File: src/rtl/master_req_queue.sv
// Request FIFO and sequencer that drives master_port, one transaction at a time.
// Optional completion watchdog: define MRQ_TIMEOUT_EN.
module master_req_queue #(
  parameter int DEPTH   = 4,
  parameter int ADDR_W  = 16,
  parameter int DATA_W  = 8,
  parameter int TIMEOUT = 255
) (
  input  logic              clk,
  input  logic              rstn,
  input  logic              req_valid,
  output logic              req_ready,
  input  logic [ADDR_W-1:0] req_addr,
  input  logic              req_mode,
  input  logic [DATA_W-1:0] req_wdata,
  output logic              rsp_valid,
  input  logic              rsp_ready,
  output logic              rsp_mode,
  output logic [DATA_W-1:0] rsp_rdata,
  output logic              rsp_err,
  output logic              m_start,
  output logic [ADDR_W-1:0] m_addr,
  output logic [DATA_W-1:0] m_wr_data,
  output logic              m_mode,
  input  logic [DATA_W-1:0] m_rd_data,
  input  logic              m_wr_en,
  input  logic              m_done
);

  localparam int PTR_W = $clog2(DEPTH);
  localparam int ENT_W = ADDR_W + DATA_W + 1;

  localparam logic [1:0] S_IDLE  = 2'd0;
  localparam logic [1:0] S_ISSUE = 2'd1;
  localparam logic [1:0] S_WAIT  = 2'd2;
  localparam logic [1:0] S_RESP  = 2'd3;

  if (DEPTH < 2 || (DEPTH & (DEPTH - 1)) != 0 || TIMEOUT < 1)
  begin : g_param_chk
    $error("master_req_queue: invalid DEPTH or TIMEOUT");
  end

  logic [1:0]        state;
  logic [ENT_W-1:0]  mem [DEPTH];
  logic [PTR_W-1:0]  wr_ptr;
  logic [PTR_W-1:0]  rd_ptr;
  logic [PTR_W:0]    count;
  logic              push;
  logic              pop;
  logic [ENT_W-1:0]  head;
  logic [DATA_W-1:0] rd_hold;
  logic              expire;

  assign req_ready = count < (PTR_W + 1)'(DEPTH);
  assign push      = req_valid & req_ready;
  assign pop       = (state == S_ISSUE);
  assign head      = mem[rd_ptr];

  always_ff @(posedge clk) begin
    if (push)
      mem[wr_ptr] <= {req_mode, req_wdata, req_addr};
  end

  always_ff @(posedge clk or negedge rstn) begin
    if (!rstn) begin
      wr_ptr <= '0;
      rd_ptr <= '0;
      count  <= '0;
    end else begin
      if (push)
        wr_ptr <= wr_ptr + 1'b1;
      if (pop)
        rd_ptr <= rd_ptr + 1'b1;
      unique case ({push, pop})
        2'b10:   count <= count + 1'b1;
        2'b01:   count <= count - 1'b1;
        default: count <= count;
      endcase
    end
  end

`ifdef MRQ_TIMEOUT_EN
  localparam int CLG   = $clog2(TIMEOUT + 1);
  localparam int CNT_W = (CLG > 8) ? CLG : 8;

  logic [CNT_W-1:0] wdog;

  always_ff @(posedge clk or negedge rstn) begin
    if (!rstn)
      wdog <= '0;
    else if (state == S_ISSUE)
      wdog <= '0;
    else if (state == S_WAIT)
      wdog <= wdog + 1'b1;
  end

  // Fires on the last of TIMEOUT wait cycles; m_done wins on a tie.
  assign expire = (state == S_WAIT) && (wdog == CNT_W'(TIMEOUT - 1));
`else
  assign expire = 1'b0;
`endif

  always_ff @(posedge clk or negedge rstn) begin
    if (!rstn) begin
      state     <= S_IDLE;
      rsp_valid <= 1'b0;
      rsp_mode  <= 1'b0;
      rsp_rdata <= '0;
      rsp_err   <= 1'b0;
      m_start   <= 1'b0;
      m_addr    <= '0;
      m_wr_data <= '0;
      m_mode    <= 1'b0;
      rd_hold   <= '0;
    end else begin
      m_start <= 1'b0;
      unique case (state)
        S_IDLE: begin
          // Load the head a cycle early so m_addr is valid with m_start.
          if (count != '0) begin
            state     <= S_ISSUE;
            m_start   <= 1'b1;
            m_addr    <= head[ADDR_W-1:0];
            m_wr_data <= head[ADDR_W +: DATA_W];
            m_mode    <= head[ENT_W-1];
          end
        end
        S_ISSUE: begin
          rd_hold <= '0;
          state   <= S_WAIT;
        end
        S_WAIT: begin
          if (m_done) begin
            rsp_valid <= 1'b1;
            rsp_mode  <= m_mode;
            rsp_err   <= 1'b0;
            if (m_mode)
              rsp_rdata <= '0;
            else if (m_wr_en)
              rsp_rdata <= m_rd_data;
            else
              rsp_rdata <= rd_hold;
            state <= S_RESP;
          end else if (expire) begin
            rsp_valid <= 1'b1;
            rsp_mode  <= m_mode;
            rsp_err   <= 1'b1;
            rsp_rdata <= '0;
            state     <= S_RESP;
          end else if (m_wr_en && !m_mode) begin
            rd_hold <= m_rd_data;
          end
        end
        S_RESP: begin
          if (rsp_ready) begin
            rsp_valid <= 1'b0;
            state     <= S_IDLE;
          end
        end
        default: state <= S_IDLE;
      endcase
    end
  end

endmodule

File: config.mk
export PLATFORM = sky130hd
export DESIGN_NAME = master_req_queue
export DESIGN_NICKNAME = d
export VERILOG_FILES = /design/src/rtl/master_req_queue.sv
export SDC_FILE = /design/constraint.sdc
export NUM_CORES = 1
export LEC_CHECK = 0
export ABC_AREA = 0
export CORE_UTILIZATION = 40
export CTS_CLUSTER_SIZE = 10
export DETAILED_ROUTE_END_ITERATION = 8
export PLACE_DENSITY = 0.72
export SYNTH_ARGS = -nofsm -noshare
export SYNTH_HDL_FRONTEND = slang
export SYNTH_SLANG_ARGS = --single-unit
File: constraint.sdc
create_clock -name clk -period 2.4 [get_ports clk]
set_input_delay 0.6 -clock clk [delete_from_list [all_inputs] [get_ports clk]]
set_output_delay 0.6 -clock clk [all_outputs]
set_load 0.005 [all_outputs]
* Yosys cells after proc, flatten, opt, wreduce, memory -nomap -nowiden *
Memories as Yosys holds them, arrays and structs flattened. A register that Yosys moved wholly into a read port is not among the register bits.
Cells that the tools add are included.

storage, ports and cells
  register bits after elaboration = 28
  word-level logic and storage cells = 56
  memories kept = 1
  output and inout bits = 38
  input bits = 39
  bits in writable memories = 100

memory list
  name  depth  bits a word  rd ports  clocked after memory_dff  write ports  line  RTL
  mem   4      25           1         1                         1            44    logic [ENT_W-1:0] mem [DEPTH];

operators by class
  eq/ne operators = 10
  order comparisons = 1
  multiplexer cells = 17
  bitwise logic cells = 1
  add/subtract/negate cells = 4
  reductions and logical operators = 13

operators with widths
  operator             count
  $mux 8               4
  $pmux 8 s2           1
  $ne 2x2->1 const B   5
  $reduce_and 3->1     3
  $pmux 2 s4           1
  $eq 2x2->1 const B   3
  $mux 1               6
  $mux 2               3
  $pmux 3 s2           1
  $reduce_bool 2->1    3
  $add 2x1->2 const B  2
  $eq 2x1->1 const B   2
  $reduce_and 2->1     2
  $add 3x1->3 const B  1
  $lt 3x3->1 const B   1
  $reduce_bool 3->1    1
  $sub 3x1->3 const B  1
  $logic_not 1->1      2
  $logic_not 2->1      1
  $pmux 1 s2           1
  $and 1x1->1          1
  $logic_and 1x1->1    1

* Depth between registers and ports, before layout *
  depth in word-level cells = 5
  mapped depth = 9
  gate-level depth less buffers = 8

* Worst setup path before layout *
No wires, ideal clock.

  path type = input -> register
  start = input req_valid
  end = memory mem[0][0] (netlist bit) (enable)
  required time = 2016 ps
  arrival = 1600 ps
  setup time = 384 ps
  buffers on the path = 1
  setup slack = 416 ps
  cell stages on the path = 3
  path through = nor2b_1 clkbuf_1 and2_1

between the ends
  longest elaborated chain between the ends = 3

ends and longest elaborated chain
  what                          line  RTL
  from (decl)                   11    input logic req_valid,
  $and 1x1->1                   55    assign push = req_valid & req_ready;
  $mux 1                        60    if (push)
  $mux 1 (implied by the code)  61    mem[wr_ptr] <= {req_mode, req_wdata, req_addr};
  to (decl)                     44

Every way passes these cells.

* Worst setup path after layout *
  start = register count[2]
  end = output req_ready

between the ends
  longest elaborated chain between the ends = 1

ends and longest elaborated chain
  what                    line  RTL
  from (decl)             47    logic [PTR_W:0] count;
  from (signal assigned)  75    2'b10: count <= count + 1'b1;
  from (signal assigned)  76    2'b01: count <= count - 1'b1;
  from (signal assigned)  77    default: count <= count;
  $lt 3x3->1              54    assign req_ready = count < (PTR_W + 1)'(DEPTH);
  to (decl)               12    output logic req_ready,

Every way passes these cells.

==> flow_summary.ini <==
[clocking]
cts_setup_buffers = 0
cts_sinks = 153
ctsResizeCount = 0
hold_buffers = 0
cts_tree = built
htree_levels = 4
insertion_delay_ns = 0.42
root_buffer = clkbuf_16
clock_path_buffers = 2
clkTransAtPathRegs_ns = 0.07
numCtsBuffers = 17

[sta]
setup_tns_ns = 0
finClkSkew_ns = 0.00815
fin_hold_ws_ns = 0.0294
min_period_over_period_pct = 83.8
period_needed_ns = 2.01
max_freq_mhz = 497
rsz0062_at_grt = no
setup_viol = 0
finalHoldViolCount = 0
slew_violations = 0
setup_slack_ns = 0.389

[cells_and_area]
fin_cells = 608
antenna-diode-count = 0
fillers = 1157
area_growth_pct = 28.0
drive_above_1_share_pct = 22.2
layout.nets = 461

[setup_path]
worst_r2r_startpoint = state[1]$_DFFE_PN0P_
startpoint = count[2]$_DFFE_PN0P_
setup.worst_path.end_class = output pin
start_kind = flop
crit_required_ns = 1.80
critical_path_class = flop to output pin
path_max_fanout = 3
cp.arrival_ns = 1.41

[synth]
synth_edf_count = 100
synth_cells = 321
ys_warn_count = 0
yosys-top-cells-count = edfxtp_1 (100), dfrtp_1 (53), nand2_1 (28), mux2_2 (27), o21ai_0 (20)
synthFlopType = edfxtp_1
synth_seq_cells = 153
synth_top_area_share_pct = 50.5
syn_avg_cell_area_um2 = 18.5
ys_seq_area_share_pct = 72.8
yosys.area.top_type = edfxtp_1
yosysUniqueCellTypes = 30
yosysMostFrequentCell = edfxtp_1
synthArstFlopShare_pct = 34.6
synthTopCellsByArea = edfxtp_1 (50%), dfrtp_1 (22%), mux4_2 (7.2%)
syn-cell-area_mm2 = 0.00595
syn_nets = 371

[die]
die_h_um = 124
die_area_mm2 = 0.0154
die-width_um = 124
floorplan.rows = 44
ios = 77
core_area_mm2 = 0.0145
start_util_pct = 40.9

[drt]
drc = 0
drt_iter0_drc = 151
wirelength_um = 10600
drt-vias-per-instance = 4.93
dr.pass1.iters = 4
num_vias = 2999
wire_per_inst_um = 17.4
postRouteAntennaNets = 0

[global_routing]
grt_pass1_wl_um = 16300
antenna_found_initial = 0
grt_start_max_net_pins = 27
grt_pass1_vias = 3132
grt.overflow.total = 0
grt_util_all_layers_pct = 15.0

[pwr]
p_leak_uw = 0.00283
ir_worst_vdd_uv = 592
power_density_mw_per_mm2 = 1240

[run]
drv_cap = 0

[place]
dp_cells = 576
dp_hpwl_um = 6700
place_congestion = 0.765
io_buffers = 75
pre_cts_ws_ns = 0.108

[min_path]
hp-class = input port to asynchronous set/reset pin

[status]
status = complete, no violations
where the power goes:
part / total [uW] / internal [uW] / switching [uW]
combinational: 2800 / 1660 / 1140
clock: 2750 / 1600 / 1160
sequential: 3880 / 3520 / 359
total: 9430 / 6780 / 2660
sequential cells by signal, indices dropped and copies added, names as in the netlist, 2 cells and up:
name / flops
mem: 100
m_addr: 16
m_wr_data: 8
rd_hold: 8
rsp_rdata: 8
count: 3
rd_ptr: 2
state: 2
wr_ptr: 2
cell usage in the layout, fill, tap and decap left out, types with 3 or more instances in the layout:
cell type        netlist  routed
and2_1                 4       4
buf_12                 0       6
buf_4                  2       5
clkbuf_16              0      17
clkdlybuf4s50_1        0      74
clkinv_8               0       3
dfrtp_1               53      52
edfxtp_1             100     100
ha_1                  10      10
inv_1                 11      11
inv_6                  0       5
inv_8                  0       3
mux2_2                27      27
mux2i_1                9       9
mux4_1                 6       6
mux4_2                19      19
nand2_1               28      28
o21ai_0               20      20
xnor2_1                4       4
critical path, cell delays in order, from the launching register on:
cell and delay [ns]:
dfrtp_1 0.39, inv_1 0.10, clkdlybuf4s50_1 0.50
area by class of cell:
class / count / area, um^2 / area share (%)
clock inverter: 15 / 204 / 2.68
timing repair buffer: 86 / 903 / 11.9
multi-input combinational: 142 / 1480 / 19.5
sequential: 153 / 4330 / 56.8
inverter: 11 / 41.3 / 0.542
clock buffer: 17 / 425 / 5.58
tap: 184 / 230 / 3.02
kinds of logic (layout without fill, tap and decap cells):
logic type / after synthesis / count (layout) / synth area share (%)
muxes: 61 / 61 / 16.5
xor gates and xnor gates: 6 / 6 / 0.883
AOI/OAI and AO/OA: 22 / 22 / 1.91
and+or+nand+nor: 41 / 41 / 3.13
adders and majority gates: 11 / 11 / 2.44
DFF: 153 / 153 / 72.8
other: 1 / 1 / 0.0630
buffers and inverters: 26 / 129 / 2.35
path summary, 6_finish.rpt:
kind                                       endpoint  slack (ns)  cells after the start
min                        rsp_rdata[0]$_DFFE_PN0P_        0.03                      1
min reg2reg                rsp_rdata[1]$_DFFE_PN0P_        0.48                      2
max in group asynchronous     rd_ptr[0]$_DFFE_PN0P_        1.75                      2
max reg2reg                    count[2]$_DFFE_PN0P_        0.42                      8
min in group clk           rsp_rdata[1]$_DFFE_PN0P_        0.48                      2
max                                       req_ready        0.39                      2
metrics by stage:
stage                     area (um^2)  utilization (%)  total power [uW]
after floorplan                  5950                -              5560
after detailed placement         6990             48.1              6780
after global routing             7620             52.4              9930
after CTS                        7620             52.4              9560
after global placement           6990             48.1              6660
final                            7620             52.4              9430
layer usage:
| layer | vias to the layer above | GRT usage [%] | wire (um) |
|---|---|---|---|
| li1 | 1394 | - | - |
| met1 | 1503 | 18.5 | 4630 |
| met2 | 85 | 24.8 | 5270 |
| met3 | 17 | 4.26 | 507 |
| met4 | 0 | 6.18 | 165 |
| met5 | - | 0 | 0 |
No activity file was read; power rests on OpenSTA's default activity.
